--- src/rtl/npc_unit.sv ---
// Next-PC generator and PC register for the MIPS fetch stage.
// Optional branch delay slot enabled by defining NPC_DELAY_SLOT_EN.
module npc_unit #(
    parameter int unsigned AW       = 32,
    parameter logic [31:0] RESET_PC = 32'h0000_3000,
    parameter logic [31:0] EXC_PC   = 32'h0000_4180
) (
    input  logic          clk,
    input  logic          rst_n,
    input  logic          stall,
    input  logic [1:0]    ctl,
    input  logic          br_taken,
    input  logic [25:0]   j_index,
    input  logic [15:0]   br_off,
    input  logic [AW-1:0] rs_val,
    input  logic          exc_req,
    output logic [AW-1:0] pc,
    output logic [AW-1:0] pc_plus4,
    output logic          redirect,
    output logic          misalign
);

    logic [AW-1:0] pc_d;
    logic          redirect_d;
    logic          misalign_d;
    logic [AW-1:0] jdir;
    logic [AW-1:0] jreg;
    logic [AW-1:0] br_tgt;
    logic [AW-1:0] xfer_tgt;
    logic [31:0]   br_disp;
    logic          xfer_req;
    logic          jr_bad;

    assign pc_plus4 = pc + AW'(4);
    assign br_disp  = {{14{br_off[15]}}, br_off, 2'b00};
    assign br_tgt   = pc_plus4 + br_disp[AW-1:0];
    assign jreg     = {rs_val[AW-1:2], 2'b00};

    // Narrow builds have no region bits above the 28-bit jump field.
    generate
        if (AW > 28) begin : g_jdir_region
            assign jdir = {pc_plus4[AW-1:28], j_index, 2'b00};
        end else begin : g_jdir_trunc
            logic [27:0] jfull;
            assign jfull = {j_index, 2'b00};
            assign jdir  = jfull[AW-1:0];
        end
    endgenerate

    always_comb begin
        xfer_req = (ctl == 2'b01) || (ctl == 2'b10) || ((ctl == 2'b11) && br_taken);
        jr_bad   = (ctl == 2'b10) && (rs_val[1:0] != 2'b00);
        case (ctl)
            2'b01:   xfer_tgt = jdir;
            2'b10:   xfer_tgt = jreg;
            default: xfer_tgt = br_tgt;
        endcase
    end

`ifdef NPC_DELAY_SLOT_EN
    typedef enum logic {SLOT_NONE, SLOT_PENDING} slot_t;
    slot_t         slot_q, slot_d;
    logic [AW-1:0] tgt_q, tgt_d;

    always_comb begin
        pc_d       = pc_plus4;
        redirect_d = 1'b0;
        misalign_d = 1'b0;
        slot_d     = slot_q;
        tgt_d      = tgt_q;
        if (exc_req) begin
            pc_d       = EXC_PC[AW-1:0];
            redirect_d = 1'b1;
            slot_d     = SLOT_NONE;
        end else if (stall) begin
            pc_d = pc;
        end else if (slot_q == SLOT_PENDING) begin
            // Delay slot done: new requests are ignored while the target is queued.
            pc_d       = tgt_q;
            redirect_d = 1'b1;
            slot_d     = SLOT_NONE;
        end else if (xfer_req) begin
            tgt_d      = xfer_tgt;
            slot_d     = SLOT_PENDING;
            misalign_d = jr_bad;
        end
    end

    always_ff @(posedge clk) begin
        if (!rst_n) begin
            slot_q <= SLOT_NONE;
            tgt_q  <= '0;
        end else begin
            slot_q <= slot_d;
            tgt_q  <= tgt_d;
        end
    end
`else
    always_comb begin
        pc_d       = pc_plus4;
        redirect_d = 1'b0;
        misalign_d = 1'b0;
        if (exc_req) begin
            pc_d       = EXC_PC[AW-1:0];
            redirect_d = 1'b1;
        end else if (stall) begin
            pc_d = pc;
        end else if (xfer_req) begin
            pc_d       = xfer_tgt;
            redirect_d = 1'b1;
            misalign_d = jr_bad;
        end
    end
`endif

    always_ff @(posedge clk) begin
        if (!rst_n) begin
            pc       <= RESET_PC[AW-1:0];
            redirect <= 1'b0;
            misalign <= 1'b0;
        end else begin
            pc       <= pc_d;
            redirect <= redirect_d;
            misalign <= misalign_d;
        end
    end

endmodule

--- config.mk ---
export PLATFORM = sky130hd
export DESIGN_NAME = npc_unit
export DESIGN_NICKNAME = d
export VERILOG_FILES = /design/src/rtl/npc_unit.sv
export SDC_FILE = /design/constraint.sdc
export NUM_CORES = 1
export LEC_CHECK = 0
export ABC_AREA = 1
export CAP_MARGIN = 15
export CORE_MARGIN = 5
export CORE_UTILIZATION = 50
export DETAILED_ROUTE_END_ITERATION = 8
export GPL_ROUTABILITY_DRIVEN = 0
export PLACE_DENSITY = 0.83
export SETUP_SLACK_MARGIN = 0.05
export SYNTH_ARGS = -nofsm -noshare
export SYNTH_HDL_FRONTEND = slang
export SYNTH_SLANG_ARGS = --single-unit
--- constraint.sdc ---
create_clock -name clk -period 3.6 [get_ports clk]
set_clock_uncertainty 0.2 [all_clocks]
set_input_delay 1.08 -clock clk [delete_from_list [all_inputs] [get_ports clk]]
set_output_delay 1.08 -clock clk [all_outputs]
set_load 0.02 [all_outputs]
==> metrics.md, run 1 <==
| Metric | Value |
|---|---|
| Run status | `complete, no violations` |
| Share of the synthesized area in the top cell type | `0.239` |
| Top Ports | `147` |
| Mean area per synthesized cell | `5.51 um^2` |
| Ratio of cells with drive above 1 in the final layout | `0.129` |
| CTS clk-pin slew, worst paths | `0.08 ns` |
| Post-synth EDFFs | `0` |
| Via count | `6748` |
| RSZ-0062 raised after global routing | `yes` |
| Netlist cell types | `41` |
| Top-count cell post-synth | `nand2_1` |
| Critical Path AT | `2.25 ns` |
| Grt ovf | `0` |
| Post-synth top cells | `nand2_1, inv_1, nor2_1` |
| Area growth, synth to finish | `40.5%` |
| Fmax | `0.283 GHz` |
| DP HPWL | `15500 um` |
| Final setup viols | `0` |
| ANT cells | `0` |
| Initial antenna violation count | `0` |
| Final min period | `3.53 ns` |
| CP Launch Type | `register` |
| Largest cells by area after synthesis | `nand2_1, dfxtp_1, inv_1` |
| CTS root buf | `clkbuf_8` |
| Placed cell count | `1235` |
| Largest net degree at the start of global routing | `43` |
| Synth Cell Area | `5260 um^2` |
| DR iter-0 viols | `445` |
| P_leak | `3.79 nW` |
| Post-Syn Instances | `956` |
| Setup ws final | `0.0660 ns` |
| Core area | `10300 um^2` |
| Worst endpoint required time | `2.32 ns` |
| Chip Width | `113 um` |
| HP Class | `reg2reg` |
| Post-synth ARST share | `0` |
| Vias in the first global route | `6288` |
| Flip-flop and latch count after synthesis | `34` |
| Seq/Total Area, Yosys | `0.129` |
| CTS tree | `built` |
| Final core utilization | `0.719` |
| Clk sinks | `34` |
| Post-synth top area cell | `nand2_1` |
| Final period util | `0.982` |
| Die Ht | `113 um` |
| Routed WL per cell | `15.6 um` |
| DRC | `0` |
| DRT Wirelength | `19600 um` |
| Worst setup EP type | `output port` |
| Total Die Area | `12700 um^2` |
| Synth Warn # | `0` |
| Hold Buf Count CTS | `0` |
| DP Worst Slack | `-0.0213 ns` |
| Syn_nets | `1077` |
| Pwr Density | `234 nW/um^2` |
| Worst-path maximum fanout | `3` |
| Starting density of the core | `0.512` |
| TNS Setup | `0 ns` |
| Clock Latency Late Sink | `0.30 ns` |
| Number of port buffers | `146` |
| Via density | `5.38` |
| Setup CP Type | `reg2out` |
| Relative slew slack | `0.627` |
| CTS H-tree depth | `2` |
| Peak VDD IR | `0.162 mV` |
| Num rows | `37` |
| Post-route ant nets | `0` |
| CTS buffer count | `5` |
| Dominant synthesized flop cell | `dfxtp_1` |
| First-pass GRT wire length | `30600 um` |
| Gr usage total | `0.296` |
| Final instance count without filler cells | `1254` |
| Final Hold Fails | `0` |
| MaxCap Viol Count | `0` |
| Longest Clk Path Bufs | `2` |
| Fin. max-slew vios | `0` |
| Layout Nets | `1238` |
| Worst Max-Slew Pin Slew | `0.558 ns` |
| Total iterations of the first detailed-routing run | `7` |
## worst max-delay path, stage by stage (launching register included)
cell           delay, ns
dfxtp_1             0.34
ha_2                0.19
nand2_2             0.08
nor2_4              0.15
buf_4               0.13
nand3_2             0.12
nor2_1              0.18
xor2_1              0.27
inv_1               0.13
dlygate4sd2_1       0.34
## flip-flops by register name, indices dropped and copies added (netlist names)
register / cells
misalign: 1
redirect: 1
pc: 32
## worst paths after layout
| path | start | end | slack (ns) | depth (start not counted) |
|---|---|---|---|---|
| worst max-delay path | pc[2]$_SDFFE_PP0N_ | pc_plus4[22] | 0.07 | 9 |
| worst min-delay path | pc[1]$_SDFFE_PP0N_ | pc[1]$_SDFFE_PP0N_ | 0.26 | 2 |
| worst max register to register | pc[2]$_SDFFE_PP0N_ | pc[29]$_SDFFE_PP0N_ | 0.20 | 22 |
| worst min register to register | pc[1]$_SDFFE_PP0N_ | pc[1]$_SDFFE_PP0N_ | 0.26 | 2 |
## cell usage in the layout, fill, tap and decap left out, types with 16 or more instances in the layout
cell type,netlist,layout
buf_4,2,32
inv_1,146,145
clkdlybuf4s50_1,0,126
dfxtp_2,0,18
nand3_1,47,45
nand2_2,12,17
dfxtp_1,34,16
nand2_1,335,330
nor2_1,80,73
o21ai_0,48,47
a21oi_1,72,66
ha_1,39,36
## per-stage QoR
step                      power, mW  cell area [um^2]  hold WS [ns]
after floorplan               0.907              5260         0.330
after global placement         1.25              7030         0.246
after detailed placement       1.26              7030         0.252
after CTS                      1.69              7180         0.262
after global routing           1.83              7390         0.286
final                          1.73              7390         0.257
## cell families (layout without fill, tap and decap cells)
logic type	count (synthesis)	after routing	synth area share
flops	34	34	0.129
fa+ha+maj	40	40	0.0965
xor+xnor	26	26	0.0447
compound gates	163	163	0.180
simple gates	514	514	0.419
buf+inv	179	341	0.130
## cell type report
type / instances / area, um^2
multi-input cells: 743 / 4040
fillers: 901 / 2880
repair buffers: 183 / 1780
flip-flops and latches: 34 / 703
inverters: 150 / 563
well taps: 136 / 170
clock buffers: 5 / 68.8
clock inverters: 3 / 68.8
## report_power, final
part	internal (mW)	switching, mW	leakage (nW)	total (mW)
sequential	0.398	0.0317	0.285	0.430
combinational	0.358	0.501	3.44	0.859
clock	0.278	0.161	0.0683	0.439
## timing repair
item,in CTS,in global routing
gates cloned,0,0
pin swaps,1,4
setup endpoints to repair,17,32
gates resized for setup,25,60
buffers inserted,0,11
## per-layer routing
metal,track usage,vias up,share of wire
met5,0,-,0
met4,0.178,0,0.057
met3,0.0701,65,0.11
met2,0.476,357,0.45
met1,0.357,2976,0.38
li1,-,3350,-
Note: power is estimated with default switching activity, not from simulation.
==> inputs of run 2 (changes only) <==
ABC_AREA = 0   (was 1)
CORE_MARGIN = 1.5   (was 5)
CORE_UTILIZATION = 47   (was 50)
==> run 2 against run 1 <==
Effect of this change:
- the flow now finishes with violations (design-rule violations, negative setup slack)
- worst setup slack got worse by 0.70 ns
- power is 12% higher
- combinational power is 33% higher
- die area is 25% lower
- synthesized cell count is 39% lower
- worst hold slack gained 0.041 ns
- non-clock buffer count grew 139
- critical path type is now reg2reg
- critical endpoint is now pc[11]$_SDFFE_PP0N_
- largest power group unchanged
- highest routed layer is now met5
==> metrics.md, run 2 <==
| Metric | Value |
|---|---|
| Area growth, synth to finish | `90.3% (was 40.5%)` |
| Worst Max-Slew Pin Slew | `1.18 ns (was 0.558 ns)` |
| Syn_nets | `706 (was 1077)` |
| CTS H-tree depth | `2 (unchanged)` |
| Post-synth EDFFs | `0 (unchanged)` |
| CP peak stage delay | `0.51 ns (was 0.34 ns)` |
| Synth Warn # | `0 (unchanged)` |
| Setup crit end | `pc[11]$_SDFFE_PP0N_ (was pc_plus4[22])` |
| Via density | `7.47 (was 5.38)` |
| Seq/Total Area, Yosys | `0.161 (was 0.129)` |
| CP cell instances | `ha_4 > and3_4 > buf_4 > buf_4 > nand3_1 > xnor2_2 > ha_1 > nand3_1 > nor4_4 > nor2_1 > nand2b_1 > xnor2_1 > a2111oi_1 > a21oi_1 > nor2_1 (was ha_2 > nand2_2 > nor2_4 > buf_4 > nand3_2 > nor2_1 > xor2_1 > inv_1 > dlygate4sd2_1)` |
| Dominant synthesized flop cell | `dfxtp_1 (unchanged)` |
| Max FFs per register | `32 (unchanged)` |
| Clock Latency Late Sink | `0.32 ns (was 0.30 ns)` |
| Fin. max-slew vios | `0 (unchanged)` |
| Worst endpoint required time | `3.55 ns (was 2.32 ns)` |
| P_leak | `3.55 nW (was 3.79 nW)` |
| Die Ht | `97.8 um (was 113 um)` |
| Top Ports | `147 (unchanged)` |
| Clk sinks | `34 (unchanged)` |
| Ratio of cells with drive above 1 in the final layout | `0.367 (was 0.129)` |
| Post-Syn Instances | `585 (was 956)` |
| CTS tree | `built (unchanged)` |
| ANT cells | `0 (unchanged)` |
| Post-synth top area cell | `dfxtp_1 (was nand2_1)` |
| DR iter-0 viols | `1389 (was 445)` |
| Setup CP Type | `reg2reg (was reg2out)` |
| FF-to-FF End | `pc[11]$_SDFFE_PP0N_ (was pc[29]$_SDFFE_PP0N_)` |
| Number of port buffers | `146 (unchanged)` |
| Post-synth top cells | `nand2_1, nor2_1, a21oi_1 (was nand2_1, inv_1, nor2_1)` |
| Routed WL per cell | `28.6 um (was 15.6 um)` |
| CTS buffer count | `5 (unchanged)` |
| Final min period | `4.24 ns (was 3.53 ns)` |
| Top flop regs | `pc x32, misalign x1, redirect x1 (unchanged)` |
| Longest Clk Path Bufs | `2 (unchanged)` |
| CP top delay family | `simple AND/OR/NAND/NOR gates (was buffers and inverters)` |
| Hold slack final | `0.298 ns (was 0.257 ns)` |
| Commonest non-fill, non-tap cell in the layout | `buf_4 (was nand2_1)` |
| Metal-1 WL | `8720 um (was 7540 um)` |
| Final instance count without filler cells | `988 (was 1254)` |
| Total Die Area | `9570 um^2 (was 12700 um^2)` |
| Final setup viols | `38 (was 0)` |
| Run status | `finished, violations left (was complete, no violations)` |
| Largest net degree at the start of global routing | `31 (was 43)` |
| MaxCap Viol Count | `0 (unchanged)` |
| Netlist cell types | `61 (was 41)` |
| Critical Path AT | `4.18 ns (was 2.25 ns)` |
| Share of the synthesized area in the top cell type | `0.161 (was 0.239)` |
| Pwr Density | `240 nW/um^2 (was 234 nW/um^2)` |
| Peak VDD IR | `0.194 mV (was 0.162 mV)` |
| DP HPWL | `15100 um (was 15500 um)` |
| DRC | `61 (was 0)` |
| Met3 WL | `4490 um (was 2080 um)` |
| R2R cell count | `15 (was 22)` |
| Post-synth ARST share | `0 (unchanged)` |
| First-pass GRT wire length | `33900 um (was 30600 um)` |
| Fillers | `306 (was 901)` |
| Top layer in use | `met5 (was met4)` |
| Critical path depth | `15 (was 9)` |
| Grt ovf | `0 (unchanged)` |
| Met2 Wirelength | `11600 um (was 8870 um)` |
| Initial antenna violation count | `1 (was 0)` |
| Hold Buf Count CTS | `0 (unchanged)` |
| Top-count cell post-synth | `nand2_1 (unchanged)` |
| Chip Width | `97.8 um (was 113 um)` |
| Buf/Inv on CP | `2 (was 3)` |
| Total iterations of the first detailed-routing run | `9 (was 7)` |
| Design area | `8040 um^2 (was 7390 um^2)` |
| Flip-flop and latch count after synthesis | `34 (unchanged)` |
| CTS root buf | `clkbuf_8 (unchanged)` |
| Post-route ant nets | `0 (unchanged)` |
| DRT Wirelength | `28200 um (was 19600 um)` |
| Relative slew slack | `0.211 (was 0.627)` |
| Critical Path Slowest Stage Cell | `nor2_1 (was dfxtp_1)` |
| R2R Setup Slk | `-0.64 ns (was 0.20 ns)` |
| Mean area per synthesized cell | `7.22 um^2 (was 5.51 um^2)` |
| Gr usage total | `0.441 (was 0.296)` |
| Num rows | `34 (was 37)` |
| Vias in the first global route | `6727 (was 6288)` |
| Via count | `7384 (was 6748)` |
| Final period util | `1.18 (was 0.982)` |
| Setup ws final | `-0.635 ns (was 0.0660 ns)` |
| Failing checks | `design-rule violations, negative setup slack` |
| RSZ-0062 raised after global routing | `yes (unchanged)` |
| Core area | `8720 um^2 (was 10300 um^2)` |
| Fmax | `0.236 GHz (was 0.283 GHz)` |
| CP Launch Type | `register (unchanged)` |
| Final Hold Fails | `0 (unchanged)` |
| Reg2Reg Launch Point | `pc[3]$_SDFFE_PP0N_ (was pc[2]$_SDFFE_PP0N_)` |
| Synth Cell Area | `4230 um^2 (was 5260 um^2)` |
| Biggest register | `pc (unchanged)` |
| CTS clk-pin slew, worst paths | `0.09 ns (was 0.08 ns)` |
| DP Worst Slack | `-0.449 ns (was -0.0213 ns)` |
| Placed inst area | `7290 um^2 (was 7030 um^2)` |
| Largest cells by area after synthesis | `dfxtp_1, ha_1, xnor2_1 (was nand2_1, dfxtp_1, inv_1)` |
| Layout Nets | `1000 (was 1238)` |
| Commonest non-fill, non-tap cells in the layout | `buf_4, clkdlybuf4s50_1, nand2_1 (was nand2_1, inv_1, clkdlybuf4s50_1)` |
| HP Class | `reg2reg (unchanged)` |
| Worst setup path startpoint | `pc[3]$_SDFFE_PP0N_ (was pc[2]$_SDFFE_PP0N_)` |
| Worst setup EP type | `register (was output port)` |
| Starting density of the core | `0.485 (was 0.512)` |
| Worst Hold Depth | `1 (was 2)` |
| Placed cell count | `954 (was 1235)` |
| Worst-path maximum fanout | `4 (was 3)` |
-- run 2: cell count changes after synthesis, sizes merged, moves of 10 or more --
cell    previous run  this run
a22o              12         0
inv              150        14
xnor2              9        37
nand2            349        63
o221ai             0        10
a221oi             1        22
nand3             51        21
a21oi             73        54
a21o               2        13
nor2              96        55
-- run 2: worst min-delay path by stage --
stage                                    from  slack [ns]                   to
after floorplan            pc[6]$_SDFFE_PP0N_        0.32   pc[6]$_SDFFE_PP0N_
after global placement     pc[0]$_SDFFE_PP0N_        0.27   pc[0]$_SDFFE_PP0N_
after detailed placement   pc[0]$_SDFFE_PP0N_        0.28   pc[0]$_SDFFE_PP0N_
after CTS                 pc[26]$_SDFFE_PP0N_        0.30  pc[26]$_SDFFE_PP0N_
after global routing       pc[0]$_SDFFE_PP0N_        0.32   pc[0]$_SDFFE_PP0N_
final                      pc[0]$_SDFFE_PP0N_        0.30   pc[0]$_SDFFE_PP0N_
-- run 2: cells by family (layout without fill, tap and decap cells) --
logic type               after synthesis  count (layout)  synth area share
XOR/XNOR                              53              53             0.112
AO/OA/AOI/OAI                        203             203             0.322
flip-flops                            34              34             0.161
buffers and inverters                 49             344            0.0483
AND/OR/NAND/NOR                      206             206             0.236
adder cells (fa/ha/maj)               40              40             0.120
-- run 2: what timing repair did --
item,4_1_cts,5_1_grt
gates resized for setup,89,78
buffers inserted,13,14
pin swaps,22,29
endpoints found under the setup margin,37,39
hold endpoints to repair,0,0
-- run 2: power breakdown --
| part | internal [mW] | switching (mW) | total, mW |
|---|---|---|---|
| Clock | 0.180 | 0.187 | 0.368 |
| Combinational | 0.517 | 0.619 | 1.14 |
| Sequential | 0.395 | 0.0312 | 0.426 |
| Total | 1.09 | 0.837 | 1.93 |
-- run 2: final cells by class --
cell class	instances	area, um^2	area share
Timing Repair Buffer	322	2790	0.347
Multi-Input combinational cell	502	4250	0.528
Inverter	14	52.6	0.00653
Tap cell	108	135	0.0168
Sequential cell	34	712	0.0885
Clock buffer	8	101	0.0126
-- run 2: routing by layer --
layer | up-vias | track usage
met4 | 2 | 0.285
met2 | 965 | 0.739
met3 | 418 | 0.111
met5 | - | 0
met1 | 3219 | 0.501
li1 | 2780 | -
-- run 2: stage by stage --
| step | TNS [ns] | power [mW] | util |
|---|---|---|---|
| floorplan | 0 | 0.888 | - |
| global placement | -3.74 | 1.30 | 0.836 |
| detailed placement | -5.38 | 1.33 | 0.836 |
| CTS | 0 | 1.69 | 0.877 |
| global route | -11.76 | 1.97 | 0.922 |
| finish | -7.26 | 1.93 | 0.922 |
